`src/rtl/i2c_target_bank.sv`:
```
// I2C target exposing a byte register bank: address, pointer byte, then
// auto-incrementing data bytes; a host port writes/reads the same registers.
module i2c_target_bank #(
  parameter logic [6:0]  ADDR        = 7'h34,
  parameter int unsigned NUM_REGS    = 16,
  parameter int unsigned SYNC_STAGES = 2,
  localparam int unsigned IW         = $clog2(NUM_REGS)
) (
  input  logic          s_clk,
  input  logic          rst_n,
  input  logic          scl_i,
  input  logic          sda_i,
  output logic          sda_oe,
  input  logic          host_we,
  input  logic [IW-1:0] host_idx,
  input  logic [7:0]    host_wdata,
  output logic [7:0]    host_rdata,
  output logic          wr_stb,
  output logic [IW-1:0] wr_idx,
  output logic [7:0]    wr_data,
  output logic          busy
);

  localparam int unsigned DEPTH = 1 << IW;

  typedef enum logic [3:0] {
    S_IDLE, S_ADDR, S_ADDR_ACK, S_PTR, S_PTR_ACK,
    S_WDATA, S_WDATA_ACK, S_RDATA, S_RDATA_ACK, S_WAIT_STOP
  } state_t;

  state_t                 state, state_nxt;
  logic [SYNC_STAGES-1:0] scl_sync, sda_sync;
  logic                   scl, sda, scl_d, sda_d;
  logic                   scl_rise, scl_fall, start_det, stop_det;
  logic [3:0]             cnt;
  logic [7:0]             shreg;
  logic [IW-1:0]          ptr, ptr_inc;
  logic                   rw;
  logic [7:0]             regs [DEPTH];
  logic                   byte_done, addr_hit, ptr_ok;
  logic [7:0]             rd_byte, rx_byte;
  logic                   sda_oe_nxt, busy_nxt;

  assign scl       = scl_sync[SYNC_STAGES-1];
  assign sda       = sda_sync[SYNC_STAGES-1];
  assign scl_rise  = scl && !scl_d;
  assign scl_fall  = !scl && scl_d;
  assign start_det = scl && scl_d && !sda && sda_d;
  assign stop_det  = scl && scl_d && sda && !sda_d;

  assign byte_done = (cnt == 4'd8);
  assign addr_hit  = (shreg[7:1] == ADDR);
  assign ptr_ok    = (32'(shreg) < NUM_REGS);
  assign rd_byte   = regs[ptr];
  assign rx_byte   = {shreg[6:0], sda};
  assign ptr_inc   = (ptr == IW'(NUM_REGS - 1)) ? '0 : ptr + IW'(1);

  // State register
  always_ff @(posedge s_clk) begin
    if (!rst_n) state <= S_IDLE;
    else        state <= state_nxt;
  end

  // Next state: START/STOP override everything; ACK slots end on the 9th SCL fall
  always_comb begin
    state_nxt = state;
    if (stop_det) begin
      state_nxt = S_IDLE;
    end else if (start_det) begin
      state_nxt = S_ADDR;
    end else begin
      case (state)
        S_ADDR:      if (scl_fall && byte_done) state_nxt = addr_hit ? S_ADDR_ACK : S_WAIT_STOP;
        S_ADDR_ACK:  if (scl_fall) state_nxt = rw ? S_RDATA : S_PTR;
        S_PTR:       if (scl_fall && byte_done) state_nxt = ptr_ok ? S_PTR_ACK : S_WAIT_STOP;
        S_PTR_ACK:   if (scl_fall) state_nxt = S_WDATA;
        S_WDATA:     if (scl_fall && byte_done) state_nxt = S_WDATA_ACK;
        S_WDATA_ACK: if (scl_fall) state_nxt = S_WDATA;
        S_RDATA:     if (scl_fall && byte_done) state_nxt = S_RDATA_ACK;
        S_RDATA_ACK: begin
          if (scl_rise && sda) state_nxt = S_WAIT_STOP;
          else if (scl_fall)   state_nxt = S_RDATA;
        end
        default: ;
      endcase
    end
  end

  // Next values of the registered bus outputs; SDA only moves on SCL falls
  always_comb begin
    sda_oe_nxt = sda_oe;
    busy_nxt   = busy;
    if (start_det || stop_det) begin
      sda_oe_nxt = 1'b0;
      busy_nxt   = 1'b0;
    end else if (scl_fall) begin
      case (state)
        S_ADDR: if (byte_done && addr_hit) begin
          sda_oe_nxt = 1'b1;
          busy_nxt   = 1'b1;
        end
        S_ADDR_ACK:  sda_oe_nxt = rw & ~rd_byte[7];
        S_PTR:       if (byte_done) sda_oe_nxt = ptr_ok;
        S_WDATA:     if (byte_done) sda_oe_nxt = 1'b1;
        S_RDATA:     sda_oe_nxt = byte_done ? 1'b0 : ~shreg[6];
        S_RDATA_ACK: sda_oe_nxt = ~rd_byte[7];
        default:     sda_oe_nxt = 1'b0;
      endcase
    end
  end

  // Synchronisers, shift/count datapath, pointer and register bank
  always_ff @(posedge s_clk) begin
    if (!rst_n) begin
      scl_sync   <= '1;
      sda_sync   <= '1;
      scl_d      <= 1'b1;
      sda_d      <= 1'b1;
      cnt        <= '0;
      shreg      <= '0;
      ptr        <= '0;
      rw         <= 1'b0;
      sda_oe     <= 1'b0;
      busy       <= 1'b0;
      wr_stb     <= 1'b0;
      wr_idx     <= '0;
      wr_data    <= '0;
      host_rdata <= '0;
      regs       <= '{default: 8'h00};
    end else begin
      scl_sync   <= {scl_sync[SYNC_STAGES-2:0], scl_i};
      sda_sync   <= {sda_sync[SYNC_STAGES-2:0], sda_i};
      scl_d      <= scl;
      sda_d      <= sda;
      sda_oe     <= sda_oe_nxt;
      busy       <= busy_nxt;
      wr_stb     <= 1'b0;
      host_rdata <= regs[host_idx];
      if (host_we) regs[host_idx] <= host_wdata;
      if (start_det) begin
        cnt <= '0;
      end else if (!stop_det) begin
        if (scl_rise) begin
          case (state)
            S_ADDR, S_PTR: begin
              shreg <= rx_byte;
              cnt   <= cnt + 4'd1;
            end
            S_WDATA: begin
              shreg <= rx_byte;
              cnt   <= cnt + 4'd1;
              // Bus write is placed after the host write so it wins a same-index collision
              if (cnt == 4'd7) begin
                regs[ptr] <= rx_byte;
                wr_stb    <= 1'b1;
                wr_idx    <= ptr;
                wr_data   <= rx_byte;
                ptr       <= ptr_inc;
              end
            end
            S_RDATA:     cnt <= cnt + 4'd1;
            S_RDATA_ACK: ptr <= ptr_inc;
            default: ;
          endcase
        end else if (scl_fall) begin
          case (state)
            S_ADDR: if (byte_done) rw <= shreg[0];
            S_PTR:  if (byte_done && ptr_ok) ptr <= IW'(shreg);
            S_ADDR_ACK, S_RDATA_ACK: begin
              cnt   <= '0;
              shreg <= rd_byte;
            end
            S_PTR_ACK, S_WDATA_ACK: cnt <= '0;
            S_RDATA: if (!byte_done) shreg <= {shreg[6:0], 1'b0};
            default: ;
          endcase
        end
      end
    end
  end

endmodule

```
`config.mk`:
```
export PLATFORM = sky130hd
export DESIGN_NAME = i2c_target_bank
export DESIGN_NICKNAME = d
export VERILOG_FILES = /design/src/rtl/i2c_target_bank.sv
export SDC_FILE = /design/constraint.sdc
export NUM_CORES = 1
export LEC_CHECK = 0
export BUFFER_PORTS_ARGS = -buffer_cell sky130_fd_sc_hd__buf_2
export CAP_MARGIN = 20
export CORE_ASPECT_RATIO = 1.5
export CORE_MARGIN = 2
export CORE_UTILIZATION = 40
export DETAILED_ROUTE_END_ITERATION = 8
export PLACE_DENSITY = 0.59
export REMOVE_ABC_BUFFERS = 1
export SKIP_CTS_REPAIR_TIMING = 1
export SYNTH_ARGS = -nofsm -noshare
export SYNTH_HDL_FRONTEND = slang
export SYNTH_SLANG_ARGS = --single-unit
```
`constraint.sdc`:
```
create_clock -name s_clk -period 2.61 [get_ports s_clk]
set_input_delay 0.3915 -clock s_clk [delete_from_list [all_inputs] [get_ports s_clk]]
set_output_delay 0.3915 -clock s_clk [all_outputs]
set_load 0.01 [all_outputs]
```
# --- After elaboration in Yosys (flattened, before gate mapping) ---
# Cells that the tools add are included.
totals:
  regBits: 178
  in_bits: 17
  out_inout_bits: 23
  elab_cells: 181
op_classes:
  addsub: 2
  n_lt_le_gt_ge: 5
  n_eq_ne: 34
  muxes: 54
  bitwise_logic: 10
  n_reduce_logical: 44
op_table:
  columns: ["operator", "n"]
  rows:
  - ["128-bit two-way mux", 7]
  - ["128-bit bitwise mux", 2]
  - ["4-bit two-way mux", 20]
  - ["8-bit two-way mux", 10]
  - ["8-bit binary-select mux with 4-bit select", 2]
  - ["8-bit demux with 4-bit select", 2]
  - ["4-bit case mux with 7 select lines", 1]
  - ["3-bit inequality test, second input constant", 8]
  - ["4-bit by 3-bit equality test with 1-bit output, second input constant", 5]
  - ["2-bit inequality test, second input constant", 10]
  - ["8-bit case mux with 2 select lines", 1]
  - ["8-bit AND reduction", 2]
  - ["1-bit logical AND", 13]
  - ["4-bit equality test, second input constant", 3]
  - ["6-bit AND reduction", 2]
  - ["5-bit greater-or-equal comparator, second input constant", 2]
  - ["5-bit by 1-bit less-than comparator with 1-bit output, second input constant", 2]
  - ["4-bit NOT with 5-bit output", 2]
  - ["2-bit OR reduction", 5]
  - ["4-bit by 1-bit adder with 4-bit output, second input constant", 2]
  - ["4-bit by 2-bit equality test with 1-bit output, second input constant", 2]
  - ["8-bit by 5-bit less-than comparator with 1-bit output, second input constant", 1]
  - ["4-bit case mux with 2 select lines", 1]
  - ["4-bit AND reduction", 2]
  - ["22 further kinds", 42]

# --- Longest topological paths before layout ---
# Gate-level depths: netlist (run 1).
depth:
  word_depth: 14
  mapped_depth: 10
  ltp_nobuf: 7

# --- Least setup slack after synthesis (run 1) ---
# Ideal clock, no wire load.
synth_path:
  path_kind: "flip-flop to flip-flop"
  start: "register ptr[0]"
  end: "register regs[31] (netlist name)"
  setup_time_ns: 0.086
  arrival_ns: 2.160
  required_ns: 2.524
  slack_ns: 0.365
  path_stages_with_launch: 10
  n_path_buf: 3
  period_less_slack_ns: 2.245
  path_cell_list: "dfxtp_1 > clkbuf_1 > clkbuf_1 > inv_1 > ha_1 > and2_1 > nand2_1 > clkbuf_1 > nor2_1 > a211oi_1"
synth_via:
  elab_chain_len: 11
  word_cells_on_any_way: 12
  classes_between: "2 x order compare; 8 x mux; 1 x bitwise; 1 x reduce/logical"
synth_lines:
  columns: ["element", "line", "text"]
  rows:
  - ["from (decl)", "37", "logic [IW-1:0] ptr, ptr_inc;"]
  - ["from (signal assigned)", "158", "ptr <= ptr_inc;"]
  - ["from (signal assigned)", "162", "S_RDATA_ACK: ptr <= ptr_inc;"]
  - ["from (signal assigned)", "168", "S_PTR: if (byte_done && ptr_ok) ptr <= IW'(shreg);"]
  - ["4-bit NOT with 5-bit output (implied by the code) (*)", "154", "regs[ptr] <= rx_byte;"]
  - ["5-bit greater-or-equal comparator (implied by the code) or 5-bit by 1-bit less-than comparator with 1-bit output (tied branches)", "154", null]
  - ["1-bit logical AND (implied by the code)", "154", null]
  - ["8-bit two-way mux (implied by the code)", "154", null]
  - ["8-bit demux with 4-bit select (*)", "154", null]
  - ["128-bit bitwise mux (*)", "154", null]
  - ["128-bit two-way mux (*)", "153", "if (cnt == 4'd7) begin"]
  - ["128-bit two-way mux (*)", "144", "case (state)"]
  - ["128-bit two-way mux (*)", "143", "if (scl_rise) begin"]
  - ["128-bit two-way mux (*)", "142", "end else if (!stop_det) begin"]
  - ["128-bit two-way mux (*)", "140", "if (start_det) begin"]
  - ["to (signal, indexed assignment)", "139", "if (host_we) regs[host_idx] <= host_wdata;"]
  - ["to (signal, indexed assignment)", "154", null]
  - ["to (decl)", "39", "logic [7:0] regs [DEPTH];"]
# Mark *: on every way between the ends. The rest lies on a longest branch, timed or not.
# A chain may end at the register's enable or synchronous reset.

# --- Worst setup path in the final report (run 1) ---
layout_path:
  start: "register scl_d"
  end: "register state[3]"
layout_via:
  elab_chain_len: 5
  word_cells_on_any_way: 21
  classes_between: "7 x eq/ne; 2 x mux; 12 x reduce/logical"
layout_lines:
  columns: ["element", "line", "text"]
  rows:
  - ["from (decl)", "33", "logic scl, sda, scl_d, sda_d;"]
  - ["from (signal assigned)", "133", "scl_d <= scl;"]
  - ["1-bit zero test", "46", "assign scl_rise = scl && !scl_d;"]
  - ["1-bit logical AND", "46", null]
  - ["1-bit logical AND", "81", "if (scl_rise && sda) state_nxt = S_WAIT_STOP;"]
  - ["3-bit inequality test (no line) or 4-bit two-way mux (tied branches)", null, null]
  - ["8-bit AND reduction (no line) or 4-bit case mux with 7 select lines (tied branches)", null, null]
  - ["to (signal assigned)", "61", "else state <= state_nxt;"]
  - ["to (decl)", "31", "state_t state, state_nxt;"]
# Several ways; a longest one is shown, not always the timed one.

==> results.md, run 1 <==
- The run finished with clean final reports.
- The origin of the critical flop-to-flop path is scl_d.
- Yosys mapped a number of flops with a built-in enable equal to 0.
- The total grt overflow is 0.
- Hold is met by 0.1148 ns.
- The required time of the critical path is ~3.0 ns.
- The CTS H-tree depth is 4.
- After detailed routing, no signal wire sits above met4.
- The count of TritonRoute iterations in the first routing pass is 7.
- The worst IR drop on VDD is roughly 0.38 mV.
- For this run, the slowest stage of the critical path takes between 0.5 and 0.6 ns.
- The synthesized area divided by synthesized cell count is 9.819 um^2.
- By instance count, the cell type seen most on the critical path is a21oi_1.
- Entering global routing, the biggest net connects 63 pins.
- The count of final setup violators is 0.
- In this run the worst setup path terminates at state[3].
- The cell count after synthesis is between 1k and 1.5k.
- The floorplan has 71 rows.
- The signal on the critical path passes through inv_1 > ha_1 > buf_4 > a21o_1 > a221oi_1 > a21oi_1 > o221a_2 > a21oi_1.
- The floorplan core area is roughly 0.025 mm^2.
- The count of placed standard cells in the final layout, fillers left out is between 1k and 1.5k.
- The clock passes through at most 2 buffers.
- The most instantiated library cell after synthesis is dfxtp_1.
- Detailed routing placed a total of between 15,000 and 20,000 um of wire on met2.
- The share of the synthesized area in the top cell type is roughly a third.
- In this run, synthesis produced a sequential element count of roughly 180.
- The post-route fraction of the period consumed by the critical path is between 80% and 90%.
- After synthesis, the share of flip-flops with an asynchronous set or reset is 0%.
- After synthesis, the most frequently instantiated cells are dfxtp_1, o21ai_0, nor2_1.
- The final sum of negative setup slack is 0 ns.
- Counting distinct cell types in the post-synthesis netlist gives 55.
- The floorplan step set the die height to 200.1 um.
- The die is 134.7 um wide.
- Of all cell types, the one taking the most synthesized area is dfxtp_1.
- The highest net fanout along the worst path is 17.
- For this design the static power due to leakage is between 4 and 5 nW.
- For this run, the total global-route usage over all layers was measured as approximately a quarter.
- The worst pin sits at a relative slew slack of roughly 55%.
- At the end of routability-driven placement, the weighted congestion stood at between 0.9 and 1.
- The worst path needs roughly 2.2 ns of the cycle, external delays included.
- The remaining antenna violation count is 0.
- CTS saw between 150 and 200 sinks.
- The detailed-route via count is between 8k and 9k.
- Wires add up to 31,380 um.
- The number of hold violations in the final report is 0.
- The sequential-to-total area share from yosys stat is around a third.
- TritonCTS built the clock tree.
- The initial standard-cell utilization of the core is 40.78%.
- The clock arrives with between 0.01 and 0.015 ns of skew.
- The Yosys step of the flow raised 0 warnings.
- The actual transition at the worst max-transition pin is between 0.6 and 0.7 ns.
- The number of global-route vias before repair is 8,295.
- The number of top-level pins is 40.
- The initial antenna violation count is 0.
- Once routing completed, OpenROAD measured the worst setup slack at between 0.4 and 0.5 ns.
- The number of nets in the final layout is roughly 1.1k.
- The class of the most critical setup path is reg -> reg.
- The count of max-cap constraint violations is 0.
- STA classifies the critical path endpoint as a flop.
- The TritonCTS buffer count is 17.
- The worst register-to-register path has a setup slack of approximately 0.40 ns.
- The routed length per instance is ~22 um.
- The synthesis-to-layout area growth is 13.72%.
- Setup repair after global routing left no endpoint under its margin.
- The worst min-delay path category is in -> reg.
- The half-perimeter wire length after detailed placement is roughly 23,000 um.
- Once layout is done, the placed cells without fillers occupy 0.01166 mm^2.
- The remaining routing DRC violations is 0.
- The critical path starts at scl_d.
- Cells with a size suffix above 1 make up a little over a quarter of the layout.
- The antenna cell count is 0.
- The detailed-routing wirelength on met1 is 12,790 um.
- The category of the worst setup path launch point is a flop.
- In this run the power density over the cells is 504.4 mW/mm^2.
- The count of buffers added on input and output ports is 39.
- The worst-skew pair later-pin latency is 0.45 ns.
- Ranked by total cell area, the synthesized netlist is headed by dfxtp_1, mux4_2, mux2i_1.
- Summing all placed instances gives a cell area of between 0.01 and 0.015 mm^2.
- The worst slack at placement is between 0.2 and 0.25 ns.
- The cell type of the slowest stage on the worst timing path is a221oi_1.
- After detailed placement, the design holds a cell count of 1,387.
- Clock tree synthesis selected as its root buffer the cell clkbuf_16.
- Counting cells, the worst reg-to-reg path comes to 8.
- The global-route wire length before repair is between 40,000 and 50,000 um.
- The critical path data arrival time is 2.60 ns.
- The worst register-to-register path ends at state[3].
- The via density per instance is 6.008.
- The max-slew violation total from the final report is 0.
- The met3 wire length is around 1300 um.
- The floorplan step defined a die boundary enclosing about 0.027 mm^2.
- The prevailing post-synth register cell is dfxtp_1.
- Derived from the worst setup path, the maximum achievable clock frequency is 0.4525 GHz.
- For this block, the initial DRC count from the detailed router was 740.
- The clock-pin transition on the worst setup and hold timing paths is about 0.080 ns.
- The cell area that synthesis handed to floorplanning was between 0.01 and 0.015 mm^2.
flip-flops by register name (all words and copies together) (netlist names):
name,count
cnt,4
wr_idx,4
sda_oe,1
shreg,8
sda_d,1
wr_data,8
regs,128
wr_stb,1
host_rdata,8
scl_d,1
state,4
scl_sync,2
busy,1
rw,1
ptr,4
sda_sync,2
cell families after synthesis:
kind of cell             share of synthesized area [%]
XOR/XNOR                                        0.3296
AO/OA/AOI/OAI                                    15.07
buffers and inverters                            4.418
multiplexers                                     29.95
AND/OR/NAND/NOR                                  14.24
adder cells (fa/ha/maj)                          1.221
flip-flops                                       34.76
how the worst min path moves through the flow:
stage / start / endpoint / slack [ns] / depth (start not counted)
6_report: scl_i / scl_sync[0] / 0.11 / 2
5_1_grt: scl_i / scl_sync[0] / 0.11 / 2
4_1_cts: scl_i / scl_sync[0] / 0.11 / 2
3_5_place_dp: scl_sync[0] / scl_sync[1] / 0.40 / 1
3_3_place_gp: scl_sync[0] / scl_sync[1] / 0.40 / 1
2_1_floorplan: scl_sync[0] / scl_sync[1] / 0.39 / 1
power by group:
group	switching, W	leakage, nW	internal [W]
clock	0.00133	0.287	0.00129
combinational	0.000290	2.63	0.000189
sequential	0.0000346	1.44	0.00275
total	0.00165	4.36	0.00423
layout make-up:
type / instances / area, um^2
Clock buffer: 17 / 425.4
Timing Repair Buffer: 109 / 785.8
Tap cell: 328 / 410.4
Clock inverter: 15 / 165.2
Fill cell: 2323 / 13480
Sequential cell: 178 / 3566
Inverter: 17 / 63.81
Multi-Input combinational cell: 755 / 6241
layer usage:
metal | vias to the layer above | global-route usage [%]
met3 | 84 | 3.611
met5 | - | 0
met4 | 0 | 12.59
met2 | 299 | 41.38
li1 | 3998 | -
met1 | 4145 | 29.69
worst max-delay path: cells and delay by family (launching register included):
kind            cells  cell delay [ns]
compound gates      5             1.25
flops               1             0.38
fa+ha+maj           1             0.23
buf+inv             2             0.28
metrics by stage:
step	power, W	utilization (%)
2_1_floorplan	0.003089	-
3_3_place_gp	0.003318	44.02
3_5_place_dp	0.003322	44.02
4_1_cts	0.005908	46.37
5_1_grt	0.006080	46.37
6_report	0.005879	46.37
layout by cell type, fill, tap and decap left out, types with 5 or more instances in the layout:
master     instances
dfxtp_1          176
o21ai_0           94
nor2_1            93
nand3_1           75
mux2i_1           75
mux4_2            71
buf_4             66
a211oi_1          64
mux2_2            64
nand2_1           53
buf_2             38
a31oi_1           23
clkbuf_16         17
inv_1             16
and2_1            15
nand2b_1          15
a22o_1            12
a21oi_1           12
nor2b_1           10
ha_1              10
nand4_1            8
nand3b_1           7
nor3_2             7
inv_8              5
buf_12             5
Note: power is estimated with default switching activity, not from simulation.
==> run 2: changes to the inputs <==
==> constraint.sdc (replaced) <==
create_clock -name s_clk -period 2.2 [get_ports s_clk]
set_input_delay 0.33 -clock s_clk [delete_from_list [all_inputs] [get_ports s_clk]]
set_output_delay 0.33 -clock s_clk [all_outputs]
set_load 0.01 [all_outputs]
==> run 2 against run 1 <==
- critical path depth stayed put
- core utilization grew 0.56 points
- count of clock-buffer cells in the layout unchanged
- hold slack worse by 0.053 ns
- via count increased by 1.3%
- register-to-register slack got worse by 0.31 ns
- power increased by 17%
==> results.md, run 2 (synthesis results as in run 1) <==
- The final period demand of the worst path is about 2.1 ns.
- The initial antenna violation count is 0.
- The capture endpoint of the worst hold path is scl_sync[0].
- The number of hold violations in the final report is 0.
- The max-slew violation total from the final report is 0.
- The remaining routing DRC violations is 0.
- The utilization of the core after routing is a little under half.
- The met3 capacity usage during global routing is 3.030%.
- The most common library cell in the layout ignoring fill and taps is dfxtp_1.
- The CTS H-tree depth is 4.
- The reported leakage power is 4.441 nW.
- The most numerous cell on the critical path is a21oi_1.
- The number of global-route vias before repair came to 8,358.
- The worst setup path is captured at a flop.
- The flow ran to the end, and the final reports show no timing, DRC or antenna violations.
- Of the available clock period, the critical path in the final layout requires a little over nine tenths.
- The clock tree buffer depth is 2.
- Static timing analysis puts the maximum clock frequency at around 0.47 GHz.
- Relative to the synthesized area, the layout overhead comes to 15.09%.
- The class of the most critical setup path is reg -> reg.
- The switching power as a share of total power is 27.57%.
- At the pin with the least slew margin, the transition time is ~0.63 ns.
- The TritonCTS clock tree is yes.
- Setup violations remaining at the end of the flow were counted as 0.
- The dominant delay contributor by cell family on the critical path is compound AO/OA/AOI/OAI gates.
- The setup check on the worst reg-to-reg path leaves a slack of 0.09 ns.
- TritonCTS created 17 clock buffers.
- The worst hold path startpoint is scl_i.
- The met2 track utilization from global routing is 43.77%.
- Global routing used between 20% and 30% of the available tracks.
- The floorplan step defined a die boundary enclosing about 0.027 mm^2.
- The cell internal power dissipation is between 0.005 and 0.006 W.
- The highest net fanout along the worst path is 11.
- The final worst clock skew is about 0.0092 ns.
- The proportion of layout cells with a drive suffix above 1 is between 20% and 30%.
- The category of the worst setup path launch point is a flop.
- The maximum number of pins on one net before global-route repair is between 70 and 80.
- The wire length reported by the detailed router is roughly 32,000 um.
- For this design, the sink count on the clock tree is 178.
- The vertical die dimension is between 200 and 250 um.
- The tree is rooted in a clkbuf_16.
- After filler insertion, the fill cell instance count of the layout stands at 2,366.
- The half-perimeter wire length after detailed placement is about 24,000 um.
- The required time of the critical path is between 2 and 3 ns.
- The clock-pin transition on the worst setup and hold timing paths is 0.07 ns.
- The relative contribution of the clock network to total power is a little over two fifths.
- The maximum single-stage delay on the critical path is 0.49 ns.
- The worst register-to-register path begins at scl_d.
- Walking the worst path, the cells encountered are inv_1 > ha_1 > buf_4 > a21o_1 > a221oi_1 > a21oi_1 > o21ai_0 > a21oi_1.
- The flip-flop count of the largest register after layout is approximately 130.
- For this design the total switching power over the nets is roughly 0.0019 W.
- Across the VDD grid, the largest voltage drop is slightly above 0.5 mV.
- The number of DRC violations after detailed-routing iteration 0 is 660.
- The count of max-cap constraint violations is 0.
- The congestion estimate from routability-driven global placement came to 0.9246.
- For this run, global-route usage on met1 was measured as 28.94%.
- In this run the tightest slew margin relative to its limit is 57.81%.
- In the final routed layout, each cell accounts on average for approximately 22 um.
- The worst-skew pair later-pin latency is 0.45 ns.
- met2 is the most crowded layer.
- After detailed routing, the number of vias per cell comes to roughly 6.
- The number of top-level pins is 40.
- The register with the most flip-flops in the final layout is regs.
- Counting tap cells, the placed design contains a total of 1,408 instances.
- The number of antenna diodes in the final layout is 0.
- The share of total power in sequential cells is a little under half.
- After floorplanning, the core was divided into around 70 placement rows.
- The library cells used most frequently in the layout, excluding fill and tap cells, are dfxtp_1, o21ai_0, nor2_1.
- The remaining antenna violation count is 0.
- The path class of the tightest hold or removal check is in -> reg.
- In this run, the combinational gates consume under 10% of the power.
- The first global-routing pass estimated around 50,000 um of wire.
- The initial standard-cell utilization of the core is about 41%.
- The largest individual stage delay along the critical path comes from the cell a221oi_1.
- The worst slack at placement is a little over 0.07 ns.
- For this run the aggregate overflow at the end of global routing stands at 0.
- The endpoint of the most critical register-to-register path is state[2].
- The number of instances on the worst hold path is 2.
- The setup slack after layout is 0.09387 ns.
- The total power density per cell area is 585.4 mW/mm^2.
- Before antenna repair, the detailed router went through 4 iterations.
- The number of nets in the final layout is 1,127.
- The detailed-route via count is 8,641.
- The floorplan step defined a core boundary enclosing between 0.02 and 0.03 mm^2.
- For the worst setup path, the data arrival time is between 2 and 2.5 ns.
- The critical path contains buffers and inverters numbering 2 combined.
- For this run, the number of standard cells in the final layout without fillers is 1,441.
- The die is about 130 um wide.
- During placement, the flow inserted port buffers numbering 39.
- The number of cells traversed by the worst register-to-register path is 8.
==> run 2: cell count changes in the layout (fill, tap and decap cells not counted), sizes merged <==
cell and delta:
clkinvlp +2, clkinv -2, buf +22
==> run 2: through the flow <==
| stage | hold slack [ns] | area [um^2] | TNS (ns) | total power (W) |
|---|---|---|---|---|
| after detailed placement | 0.4012 | 11210 | 0 | 0.003957 |
| after global placement | 0.3960 | 11210 | 0 | 0.003953 |
| final | 0.06211 | 11800 | 0 | 0.006906 |
| after global routing | 0.05144 | 11800 | -0.004962 | 0.007122 |
| after CTS | 0.05376 | 11780 | 0 | 0.006935 |
| after floorplan | 0.3863 | 9862 | -61.26 | 0.003665 |
==> run 2: area by class of cell <==
class / instances / area, um^2 / area share (%)
Timing Repair Buffer: 131 / 942.2 / 7.986
Clock inverter: 15 / 142.6 / 1.209
Clock buffer: 17 / 425.4 / 3.606
Sequential cell: 178 / 3567 / 30.24
Multi-Input combinational cell: 755 / 6246 / 52.94
Tap cell: 328 / 410.4 / 3.479
Inverter: 17 / 63.81 / 0.5409
==> run 2: worst max path at each step <==
stage / slack (ns) / start / depth (start not counted) / to
floorplan: -0.60 / ptr[0] / 6 / regs[8]
detailed placement: 0.07 / host_idx[0] / 5 / host_rdata[0]
finish: 0.09 / scl_d / 8 / state[2]
global placement: 0.10 / host_idx[0] / 5 / host_rdata[7]
global route: -0.005 / state[2] / 7 / regs[14]
CTS: 0.06 / scl_d / 8 / regs[21]
==> run 2: routing by layer <==
| metal | part of all wire, % | vias to the layer above |
|---|---|---|
| met5 | 0 | - |
| met3 | 3.4 | 75 |
| met1 | 41 | 4279 |
| met4 | 3.9 | 0 |
| li1 | - | 4032 |
| met2 | 52 | 255 |
==> run 2: power groups by stage <==
| stage | logic [W] | clock network [W] | registers, W |
|---|---|---|---|
| 2_1_floorplan | 0.000285 | 0 | 0.00338 |
| 3_3_place_gp | 0.000575 | 0 | 0.00338 |
| 3_5_place_dp | 0.000579 | 0 | 0.00338 |
| 4_1_cts | 0.000581 | 0.00305 | 0.00330 |
| 5_1_grt | 0.000628 | 0.00319 | 0.00331 |
| 6_report | 0.000584 | 0.00302 | 0.00331 |
==> run 3: changes to the inputs <==
--- a/config.mk
+++ b/config.mk
@@ -10,9 +10,11 @@
 export CORE_ASPECT_RATIO = 1.5
 export CORE_MARGIN = 2
 export CORE_UTILIZATION = 40
+export CTS_CLUSTER_SIZE = 10
 export DETAILED_ROUTE_END_ITERATION = 8
 export PLACE_DENSITY = 0.59
 export REMOVE_ABC_BUFFERS = 1
+export SETUP_SLACK_MARGIN = 0.15
 export SKIP_CTS_REPAIR_TIMING = 1
 export SYNTH_ARGS = -nofsm -noshare
 export SYNTH_HDL_FRONTEND = slang
==> constraint.sdc (replaced) <==
create_clock -name s_clk -period 2.2 [get_ports s_clk]
set_input_delay 0.33 -clock s_clk [delete_from_list [all_inputs] [get_ports s_clk]]
set_output_delay 0.33 -clock s_clk [all_outputs]
set_load 0.02 [all_outputs]
==> run 3 against run 2 <==
- first-iteration DRC count grew 12%
- wire length grew 2.0%
- fmax grew 5.6%
- setup slack gained 0.11 ns
- flip-flop and latch count is the same
- die area is the same
- largest cell class unchanged
- sequential power is essentially flat
- global-route usage is the same
- clock power is essentially flat
- power grew 0.31%
- critical path depth is the same
==> results.md, run 3 (synthesis results as in run 1) <==
- The final period demand of the worst path is between 1.5 and 2 ns.
- The first detailed-routing pass took 5 iterations.
- Summed over all layers, the routed wires come to ~33,000 um.
- The worst IR drop on VDD is about 0.50 mV.
- The CTS H-tree depth is 4.
- The path class of the tightest hold or removal check is in -> reg.
- The clock tree buffer depth is 2.
- The number of fill cells in the layout is 2,344.
- After the last flow step, the layout net total stands at 1,135.
- The cell type of the slowest stage on the worst timing path is dfxtp_4.
- Counting every sink on the clock net gives 178.
- The worst-skew pair later-pin latency is about 0.45 ns.
- In this run the critical register-to-register path is launched from ptr[0].
- In the final routed layout, each cell accounts on average for about 23 um.
- In the layout the commonest cells are dfxtp_1, o21ai_0, nor2_1.
- In this run the standard cell core region covers 0.02514 mm^2.
- Along the worst path, the maximum fanout reaches 9.
- For this configuration, the core starts out at a cell density of a little over 40%.
- Clock-pin slew was measured on the worst setup and hold paths at approximately 0.07 ns.
- The capture endpoint of the worst hold path is scl_sync[0].
- Counting buffers and inverters, the worst setup path is 8 cells deep.
- The startpoint identified for the worst hold timing path is scl_i.
- In this run the remaining antenna-violating nets after routing total 0.
- 40 I/O pins were placed.
- Counting instances, the worst hold path has a depth of 2.
- The post-route fraction of the period consumed by the critical path is 90.61%.
- Routability-driven placement finished with a final weighted congestion of about 0.9.
- Across the routed clock network, the largest skew measured is 0.009401 ns.
- The die covers around 0.027 mm^2.
- The root cell of the clock tree is clkbuf_16.
- The class of the most critical setup path is reg -> reg.
- The cell family contributing the most delay on the critical path is buffers and inverters.
- The floorplan has 71 rows.
- STA puts the critical path data required time at between 2 and 3 ns.
- The first routing iteration left around 740 violations.
- Setup violations remaining at the end of the flow were counted as 0.
- The count of max-cap constraint violations is 0.
- The number of buffers and inverters on the critical path is 3.
- The final sum of negative setup slack is 0 ns.
- The port buffer count is 39.
- Summing all multi-input logic gate instances after layout gives 0.006337 mm^2.
- Once layout is complete, the utilization of the core stands at ~48%.
- The flow ran to the end, and the final reports show no timing, DRC or antenna violations.
- The minimum setup slack among reg-to-reg paths is just over 0.2 ns.
- The die is roughly 200 um tall.
- Summed over all layers, the global routing overflow is 0.
- Data arrives at the worst endpoint at between 2 and 2.5 ns.
- After detailed routing, the number of vias per cell comes to 6.021.
- The register with the most flip-flops in the layout has ~130 of them.
- For this run, design rule violations remaining after detail routing come to 0.
- The area growth from synthesis to layout is 17.23%.
- The post-route netlist has 31.67% of its cells at a drive strength greater than 1.
- TritonCTS built the clock tree.
- The worst pin sits at a relative slew slack of 57.51%.
- Static timing analysis puts the maximum clock frequency at between 0.5 and 0.6 GHz.
- The number of global-route vias before repair came to 8,358.
- The register containing the most flip-flops in the final layout is regs.
- The antenna cell count is 0.
- The reported leakage power is ~4.5 nW.
- Setup repair after global routing could not meet its margin everywhere.
- The endpoint of the most critical register-to-register path is regs[91].
- Global routing used approximately a quarter of the available tracks.
- The detailed-route via count is about 8.7k.
- The number of cells traversed by the worst register-to-register path is 8.
- The first global-routing pass estimated between 40,000 and 50,000 um of wire.
- The max-slew violation total from the final report is 0.
- Walking the worst path, the cells encountered are buf_4 > inv_1 > ha_1 > and2_2 > nand2_2 > buf_2 > nor2_1 > a211oi_1.
- The number of hold violations in the final report is 0.
- The total design power is a little under 0.007 W.
- The die outline width is 134.7 um.
- After legalization and detailed placement, the total HPWL measured between 20,000 and 25,000 um.
- The endpoint kind of the worst setup timing path is a flop.
- The sequential cells in the finished layout cover a total of between 0.003 and 0.004 mm^2.
- The most common library cell in the layout ignoring fill and taps is dfxtp_1.
- In this run, CTS created clock tree buffers numbering 17.
- The total power density per cell area is 576.4 mW/mm^2.
- The initial antenna violation count is 0.
- In this design, the stage delay of the slowest critical-path cell is around 0.46 ns.
- The actual transition at the worst max-transition pin is 0.6360 ns.
- The worst setup path is launched from a flop.
- The maximum number of pins on one net before global-route repair is 79.
run 3: worst max-delay path by stage:
stage	startpoint	end
global placement	host_idx[0]	host_rdata[7]
finish	ptr[0]	regs[91]
CTS	scl_d	regs[21]
detailed placement	host_idx[0]	host_rdata[0]
floorplan	ptr[0]	regs[8]
global route	scl_d	state[3]
run 3: final cells by class:
| class | instances | area share (%) |
|---|---|---|
| clock buffers | 17 | 3.540 |
| clock inverters | 15 | 1.187 |
| inverters | 17 | 0.5310 |
| multi-input cells | 755 | 52.73 |
| flip-flops and latches | 178 | 29.78 |
| well taps | 328 | 3.415 |
| repair buffers | 139 | 8.818 |
run 3: through the flow:
stage / hold WS (ns) / instance area, um^2 / std cells / worst slack (ns)
global placement: 0.3960 / 11210 / 1408 / 0.1033
finish: 0.06168 / 12020 / 1449 / 0.2065
detailed placement: 0.4012 / 11210 / 1408 / 0.07177
CTS: 0.05376 / 11780 / 1440 / 0.06370
floorplan: 0.3863 / 9862 / 950 / -0.5955
global route: 0.05194 / 12020 / 1449 / 0.1311
run 3: routing by layer:
layer  wire [um]  track usage (%)  vias up
li1            -                -     4040
met1       12880            28.94     4307
met2       17070            43.77      296
met3        1353            3.030       82
met4        1351            11.11        0
met5           0                0        -
run 3: worst reg2reg max path, delay by kind of cell (launching register included):
family                     cells  cell delay, ns
buffers and inverters          3            0.58
DFF                            1            0.46
adders and majority gates      1            0.22
AOI/OAI and AO/OA              1            0.22
and+or+nand+nor                3            0.42
run 3: report_power, final:
group,switching [W],internal (W),total (W),leakage [nW]
registers,0.0000399,0.00326,0.00330,1.44
clock network,0.00152,0.00150,0.00302,0.270
logic,0.000360,0.000244,0.000604,2.81
